==> config.mk <==
export PLATFORM = sky130hd
export DESIGN_NAME = iob_bus_arbiter
export DESIGN_NICKNAME = d
export VERILOG_FILES = /design/src/rtl/iob_bus_arbiter_pkg.sv /design/src/rtl/iob_arb_sel.sv /design/src/rtl/iob_bus_arbiter.sv
export SDC_FILE = /design/constraint.sdc
export NUM_CORES = 1
export LEC_CHECK = 0
export CELL_PAD_IN_SITES_DETAIL_PLACEMENT = 1
export CELL_PAD_IN_SITES_GLOBAL_PLACEMENT = 1
export CORE_ASPECT_RATIO = 0.7
export CORE_MARGIN = 10
export CORE_UTILIZATION = 11
export DETAILED_ROUTE_END_ITERATION = 8
export PLACE_DENSITY_LB_ADDON = 0.1
export SYNTH_ARGS = -nofsm -noshare
export SYNTH_HDL_FRONTEND = slang
export SYNTH_SLANG_ARGS = --single-unit
export TNS_END_PERCENT = 5
==> constraint.sdc <==
create_clock -name clk -period 2 [get_ports clk]
set_clock_uncertainty 0.1 [all_clocks]
set_input_delay 0.3 -clock clk [delete_from_list [all_inputs] [get_ports clk]]
set_output_delay 0.3 -clock clk [all_outputs]
set_load 0.05 [all_outputs]
==> src/rtl/iob_bus_arbiter_pkg.sv <==
`default_nettype none
// +--------------------------------------------------------------------------+
// | Module      : iob_bus_arbiter_pkg                                        |
// | Description : Shared constants and helpers for the two-master IOb bus    |
// |               arbiter: FSM state encodings, master indices, bus widths   |
// |               and winner-to-state mapping.                               |
// | Revision    : 1.0 - initial release                                      |
// +--------------------------------------------------------------------------+
package iob_bus_arbiter_pkg;

    // FSM state encodings (2-bit state register)
    localparam logic [1:0] c_ARB_IDLE = 2'd0;
    localparam logic [1:0] c_ARB_OWN0 = 2'd1;
    localparam logic [1:0] c_ARB_OWN1 = 2'd2;

    // Master indices, as stored in the last-owner register
    localparam logic c_ARB_M0 = 1'b0;
    localparam logic c_ARB_M1 = 1'b1;

    // Request bus is {valid, addr, wdata, wstrb}
    function automatic int req_width(input int aw, input int dw);
        return 1 + aw + dw + dw / 8;
    endfunction

    // Response bus is {rdata, ready}
    function automatic int resp_width(input int dw);
        return dw + 1;
    endfunction

    // One-hot winner {m1, m0} to the owning state; no winner means IDLE
    function automatic logic [1:0] win_to_state(input logic [1:0] win);
        logic [1:0] st;
        st = c_ARB_IDLE;
        if (win[1]) begin
            st = c_ARB_OWN1;
        end else if (win[0]) begin
            st = c_ARB_OWN0;
        end
        return st;
    endfunction

endpackage
`default_nettype wire

==> src/rtl/iob_arb_sel.sv <==
`default_nettype none
// +--------------------------------------------------------------------------+
// | Module      : iob_arb_sel                                                |
// | Description : Combinational winner selection between two masters.       |
// |               A lone requester always wins. With both requesting, the    |
// |               master not equal to 'last' wins when rr_en is set,         |
// |               otherwise master 1 wins.                                   |
// | Ports       : valid0, valid1 - request valids of master 0 / master 1     |
// |               last           - index of the most recent owner            |
// |               rr_en          - alternate on contention instead of fixed  |
// |               winner         - one-hot {m1, m0}, 2'b00 when none valid   |
// | Revision    : 1.0 - initial release                                      |
// +--------------------------------------------------------------------------+
module iob_arb_sel
    import iob_bus_arbiter_pkg::*;
(
    input  logic       valid0,
    input  logic       valid1,
    input  logic       last,
    input  logic       rr_en,
    output logic [1:0] winner
);

    always_comb begin
        winner = 2'b00;
        if (valid0 && valid1) begin
            if (rr_en && (last == c_ARB_M1)) begin
                winner = 2'b01;
            end else begin
                winner = 2'b10;
            end
        end else if (valid1) begin
            winner = 2'b10;
        end else if (valid0) begin
            winner = 2'b01;
        end
    end

endmodule
`default_nettype wire

==> src/rtl/iob_bus_arbiter.sv <==
`default_nettype none
// +--------------------------------------------------------------------------+
// | Module      : iob_bus_arbiter                                            |
// | Description : Two-master to one-slave arbiter for the native IOb         |
// |               concatenated buses. m0 (instruction) and m1 (data) share   |
// |               one memory port s. The grant is registered and held from   |
// |               grant until the slave returns ready.                       |
// | Ports       : clk, rst  - clock, synchronous active-high reset           |
// |               m0_req    - in  {valid, addr, wdata, wstrb}                |
// |               m0_resp   - out {rdata, ready}                             |
// |               m1_req    - in  data master request                        |
// |               m1_resp   - out data master response                       |
// |               s_req     - out merged request to memory                   |
// |               s_resp    - in  memory response                            |
// |               grant     - out one-hot owner {m1, m0}, 2'b00 when idle    |
// | Options     : IOB_BUS_ARB_RR_EN - round-robin on contention; when        |
// |               undefined, fixed priority m1 over m0.                      |
// | Revision    : 1.0 - initial release                                      |
// +--------------------------------------------------------------------------+
module iob_bus_arbiter
    import iob_bus_arbiter_pkg::*;
#(
    parameter int ADDR_W = 32,
    parameter int DATA_W = 32
) (
    input  logic                                  clk,
    input  logic                                  rst,
    input  logic [req_width(ADDR_W, DATA_W)-1:0]  m0_req,
    output logic [resp_width(DATA_W)-1:0]         m0_resp,
    input  logic [req_width(ADDR_W, DATA_W)-1:0]  m1_req,
    output logic [resp_width(DATA_W)-1:0]         m1_resp,
    output logic [req_width(ADDR_W, DATA_W)-1:0]  s_req,
    input  logic [resp_width(DATA_W)-1:0]         s_resp,
    output logic [1:0]                            grant
);

    localparam int c_VALID_BIT = req_width(ADDR_W, DATA_W) - 1;

`ifdef IOB_BUS_ARB_RR_EN
    localparam logic c_RR_EN = 1'b1;
    logic r_last;
`else
    localparam logic c_RR_EN = 1'b0;
`endif

    logic [1:0] r_state;
    logic       w_last;
    logic       w_m0_valid;
    logic       w_m1_valid;
    logic       w_ready;
    logic       w_owner;
    logic       w_own_valid;
    logic [1:0] w_idle_win;
    logic [1:0] w_done_win;

    assign w_m0_valid  = m0_req[c_VALID_BIT];
    assign w_m1_valid  = m1_req[c_VALID_BIT];
    assign w_ready     = s_resp[0];
    assign w_owner     = (r_state == c_ARB_OWN1) ? c_ARB_M1 : c_ARB_M0;
    assign w_own_valid = w_owner ? w_m1_valid : w_m0_valid;

`ifdef IOB_BUS_ARB_RR_EN
    assign w_last = r_last;
`else
    assign w_last = c_ARB_M0;
`endif

    // Arbitration from IDLE
    iob_arb_sel u_idle_sel (
        .valid0 (w_m0_valid),
        .valid1 (w_m1_valid),
        .last   (w_last),
        .rr_en  (c_RR_EN),
        .winner (w_idle_win)
    );

    // Arbitration at completion: treating the finishing owner as 'last' with
    // alternation forced on hands the bus straight to a waiting other master,
    // and otherwise to the owner itself if it has already raised a new request.
    iob_arb_sel u_done_sel (
        .valid0 (w_m0_valid),
        .valid1 (w_m1_valid),
        .last   (w_owner),
        .rr_en  (1'b1),
        .winner (w_done_win)
    );

    always_ff @(posedge clk) begin
        if (rst) begin
            r_state <= c_ARB_IDLE;
`ifdef IOB_BUS_ARB_RR_EN
            r_last  <= c_ARB_M0;
`endif
        end else begin
            case (r_state)
                c_ARB_IDLE: begin
                    // Slave ready here is spurious and deliberately ignored
                    r_state <= win_to_state(w_idle_win);
                end
                c_ARB_OWN0, c_ARB_OWN1: begin
                    if (w_ready) begin
                        r_state <= win_to_state(w_done_win);
`ifdef IOB_BUS_ARB_RR_EN
                        r_last  <= w_owner;
`endif
                    end else if (!w_own_valid) begin
                        // Owner withdrew before ready: abandon the transaction
                        r_state <= c_ARB_IDLE;
                    end
                end
                default: begin
                    r_state <= c_ARB_IDLE;
                end
            endcase
        end
    end

    assign grant = {(r_state == c_ARB_OWN1), (r_state == c_ARB_OWN0)};

    // Routing depends only on the registered state, so no request reaches
    // s_req until the cycle after it is granted.
    always_comb begin
        s_req   = '0;
        m0_resp = '0;
        m1_resp = '0;
        case (r_state)
            c_ARB_OWN0: begin
                s_req   = m0_req;
                m0_resp = s_resp;
            end
            c_ARB_OWN1: begin
                s_req   = m1_req;
                m1_resp = s_resp;
            end
            default: begin
                s_req   = '0;
            end
        endcase
    end

endmodule
`default_nettype wire
* Yosys cells after proc, flatten, opt, wreduce, memory -nomap -nowiden
Index checks and enable logic that the tools add are counted.
Word-level totals: register bits after elaboration 2, bits of input ports 173, output and inout port bits 137, logic and storage cells 24
Operators by class: equal/unequal tests 3, multiplexer cells 17, reduce and logical (&&, ||, !) cells 3
Operators by type and width (number):
- case mux 69 bit (2 select lines) | 1
- 2-to-1 mux 33 bit | 2
- 2-to-1 mux 2 bit | 8
- 2-to-1 mux 1 bit | 5
- case mux 2 bit (2 select lines) | 1
- != test 3 bit, second input constant | 1
- equality test 2 x 1 -> 1 bit, second input constant | 1
- equality test 2 bit, second input constant | 1
- logical NOT 2 bit | 1
- OR reduction 2 bit | 1
- logical AND 1 bit | 1

* Depth between registers and ports, before layout
depth after elaboration 8, gate-level depth with buffers 7, depth with buffers taken out 5

* Hierarchy
Synthesis repeated with hierarchy kept, for this count alone.
Second synthesis, totals: cell total of the unflattened synthesis 263, area, all modules 1754.2 um^2
By module, submodules not included:
- iob_bus_arbiter | times used 1, cells an instance 255, area each 1711.6 um^2, sequential area each 40.0 um^2
- iob_arb_sel | times used 2, cells an instance 4, area each 21.3 um^2, sequential area each 0.0 um^2

* Worst setup path after synthesis
Ideal clock, no wire load.
kind register to output, start register r_state[1], end output port s_req[27], arrival 2.153 ns, required time 1.600 ns, slack -0.553 ns, stages on the path, launching flop included 7, buffers on the path 2, cell sequence dfxtp_1 inv_1 ha_1 buf_2 buf_2 a22oi_1 nor2b_1
Between the ends: cells in the longest elaborated chain, start to end 2, elaborated cells on any way between the ends 3, those cells by class eq/ne (2); mux (1)
Ends and longest elaborated chain:
- from (decl) | RTL line iob_bus_arbiter.sv:46 | logic [1:0] r_state;
- from (signal assigned) | RTL line iob_bus_arbiter.sv:90 | r_state <= c_ARB_IDLE;
- from (signal assigned) | RTL line iob_bus_arbiter.sv:98 | r_state <= win_to_state(w_idle_win);
- from (signal assigned) | RTL line iob_bus_arbiter.sv:102 | r_state <= win_to_state(w_done_win);
- equality test 2 x 1 -> 1 bit
- named net grant[0] | RTL line iob_bus_arbiter.sv:34 | output logic [1:0] grant
- case mux 69 bit (2 select lines) | RTL line iob_bus_arbiter.sv:126 | case (r_state)
- to (decl) | RTL line iob_bus_arbiter.sv:32 | output logic [req_width(ADDR_W, DATA_W)-1:0] s_req,
The timed path passes the listed nets, and every way through them passes these cells.

* Worst setup path after layout
start register r_state[0], end output port s_req[19]
Between the ends: cells in the longest elaborated chain, start to end 2, elaborated cells on any way between the ends 3, those cells by class eq/ne (2); mux (1)
Ends and longest elaborated chain (RTL line):
- equality test 2 bit / equality test 2 x 1 -> 1 bit (equally long branches) | iob_bus_arbiter.sv:126
- case mux 69 bit (2 select lines) (*) | iob_bus_arbiter.sv:126
Every way passes the cells marked *; elsewhere a longest branch is shown, timed or not.

==> results.json <==
{
  "tightest_slew_ns": 0.298,
  "dr_total_vias": 3117,
  "drt_iter0_drc": 109,
  "start_util_pct": 11.4,
  "largest_registers": "r_state: 2 flops",
  "finalSetupTns_ns": 0,
  "wl_per_cell_um": 21.3,
  "async_flop_share_pct": 0,
  "clockBufferDepth": 2,
  "die_w_um": 169,
  "switching_share_pct": 40.1,
  "drv_slew": 0,
  "cpLargestDelayFamily": "buffers and inverters",
  "post-route-min-period_ns": 1.96,
  "wl_um": 15900,
  "antenna_found_initial": 0,
  "ir_drop_v": 0.000245,
  "finalWeightedCongestion": 0.762,
  "hpwl_um": 13600,
  "syn_area_per_cell_um2": 6.61,
  "ys.flop_type": "dfxtp_1",
  "nets": 731,
  "rr_worst_depth": 6,
  "synth_commonest_cells": "69 x a22oi_1, 69 x nor2b_1, 66 x and2_1",
  "fin_cells": 747,
  "min_path_cells": 1,
  "ys_warn_count": 0,
  "r2r-start": "r_state[0]",
  "area_growth_pct": 311,
  "firstDrtPassIters": 4,
  "power_leakage_nw": 2.46,
  "netlist_top_cells_area": "a22oi_1 30%, nor2b_1 25%, and2_1 24%, clkbuf_1 4.0%, buf_2 3.2%",
  "largest_reg_flops": 2,
  "dpl.cell_count": 742,
  "grt_first_pass_wirelength_um": 22600,
  "port_buffers": 309,
  "layout-drive-gt1-share_pct": 43.3,
  "numCtsBuffers": 3,
  "seqPwrFrac_pct": 2.3,
  "coreArea_um2": 15000,
  "ys_ff_latch": 2,
  "multi_input_area_um2": 1930,
  "cts.sinks": 2,
  "antenna_cells": 0,
  "netlist.area_leader.share_pct": 30.4,
  "htreeDepth": 1,
  "yosysTopAreaCell": "a22oi_1",
  "crit_buf_inv": 3,
  "critical_path_required_ns": 1.60,
  "power.internal_mw": 1.24,
  "hold_path_end": "r_state[1]",
  "r2r_setup_slack_ns": 0.48,
  "rsz0062_at_grt": "yes",
  "synth-edff-count": 0,
  "crit_type": "reg2out",
  "use_met2_pct": 26.9,
  "max_slew_margin_pct": 80.1,
  "grt_busiest_layer": "met2",
  "status": "finished, final reports clean",
  "total_power_mw": 2.08,
  "vias_per_cell": 4.17,
  "rows": 37,
  "start_kind": "flop",
  "cts_tree": "built",
  "ant_nets": 0,
  "cp_slowest_cell": "dfxtp_4",
  "die_area_um2": 20900,
  "period_share_pct": 98.2,
  "cp_slowest_stage_delay_ns": 0.37,
  "combPwrFrac_pct": 83.1,
  "cap_violations": 0,
  "synth_nets": 435,
  "clk_pin_slew_ns": 0.03,
  "p_sw_mw": 0.834,
  "path_cells": "inv_4 > ha_4 > buf_12 > nor2b_2 > buf_12",
  "hp-class": "reg2reg",
  "worstHoldStart": "r_state[1]",
  "grt_usage_pct": 13.7,
  "insertion_delay_ns": 0.22,
  "synth_cells": 258,
  "io_pins": 310,
  "finalSetupViolations": 0,
  "final_hold_viol_count": 0,
  "met1_usage_pct": 13.3,
  "overflow": 0,
  "gr-usage-met3_pct": 6.17,
  "synth_area_um2": 1700,
  "worstPathArrival_ns": 1.56,
  "yosysSeqAreaShare_pct": 2.35,
  "critPathMaxFanout": 37,
  "crit_top_cell": "buf_12",
  "grt_start_max_net_pins": 53,
  "fp.dieH_um": 124,
  "n_fill_cell": 1577,
  "regMostFlops": "r_state",
  "max_freq_mhz": 509,
  "yosysUniqueCellTypes": 19,
  "power_density_nw_per_um2": 297,
  "cp-end-kind": "primary output",
  "pwr-share-clk_pct": 14.6,
  "reg2reg_to": "r_state[0]",
  "seq_area_um2": 47.5,
  "cts-root-buf": "clkbuf_16",
  "drc_errors": 0,
  "grt_pass1_vias": 3461
}
-- power groups by stage --
stage	sequential, mW	combinational [mW]	clock, mW
finish	0.0482	1.73	0.303
global route	0.0490	1.81	0.314
CTS	0.0471	1.72	0.308
detailed placement	0.0476	1.68	0
global placement	0.0475	1.66	0
floorplan	0.0462	0.756	0
-- worst reg2reg max path: cells and delay by family (launching register included) --
| family | cells | cell delay (ns) |
|---|---|---|
| multiplexers | 1 | 0.23 |
| AO/OA/AOI/OAI | 1 | 0.13 |
| buffers and inverters | 2 | 0.30 |
| AND/OR/NAND/NOR | 1 | 0.08 |
| flip-flops | 1 | 0.36 |
| adder cells (fa/ha/maj) | 1 | 0.21 |
-- per-stage QoR --
stage               instance area [um^2]  setup WS, ns  hold slack [ns]  utilization (%)
floorplan                           2040       -0.0618            0.364                -
global placement                    6780         0.105            0.433             45.4
detailed placement                  6780        0.0619            0.437             45.4
CTS                                 6930      -0.00306            0.408             46.3
global route                        7000       -0.0392            0.442             46.8
finish                              7000        0.0366            0.420             46.8
-- worst max path at each step --
| stage | from | to | slack, ns | depth (start not counted) |
|---|---|---|---|---|
| global placement | r_state[0] | s_req[61] | 0.10 | 5 |
| global route | r_state[0] | s_req[17] | -0.04 | 5 |
| finish | r_state[0] | s_req[19] | 0.04 | 5 |
| detailed placement | r_state[0] | s_req[67] | 0.06 | 5 |
| floorplan | r_state[0] | s_req[23] | -0.06 | 5 |
| CTS | r_state[0] | s_req[64] | -0.003 | 6 |
-- routing by layer --
metal / vias up / share of wire (%) / routed length (um)
met5: - / 0 / 0
met2: 160 / 55 / 8690
met3: 4 / 11 / 1760
met1: 1466 / 34 / 5370
li1: 1487 / - / -
met4: 0 / 0.43 / 69
-- final cells by class --
type | instances | share of cell area (%)
timing repair buffer | 323 | 67.0
multi-input combinational | 221 | 27.6
tap | 195 | 3.48
clock buffer | 3 | 1.07
sequential | 2 | 0.679
inverter | 3 | 0.232
-- layout by cell type (no fill, tap or decap), types with 3 or more instances in the layout --
cell / n
a22oi_1: 61
a22oi_2: 8
and2_1: 66
buf_12: 143
buf_4: 4
clkbuf_16: 4
clkdlybuf4s50_1: 172
ha_4: 3
nor2b_2: 34
nor2b_4: 35
-- timing repair --
action,CTS,global route
setup endpoints to repair,69,62
hold buffers,0,0
gates cloned,1,1
endpoints found under the hold margin,0,0
buffers inserted,0,0
gates resized for setup,11,13
pin swaps,1,1
-- cells by family (layout without fill, tap and decap cells) --
group	count (synthesis)	in the layout	synth area share, %
AO/OA/AOI/OAI	75	75	33.2
buffers and inverters	35	329	9.40
adder cells (fa/ha/maj)	4	4	2.94
flip-flops	2	2	2.35
AND/OR/NAND/NOR	141	141	51.5
multiplexers	1	1	0.587
Power figures use the tool's default switching activity.
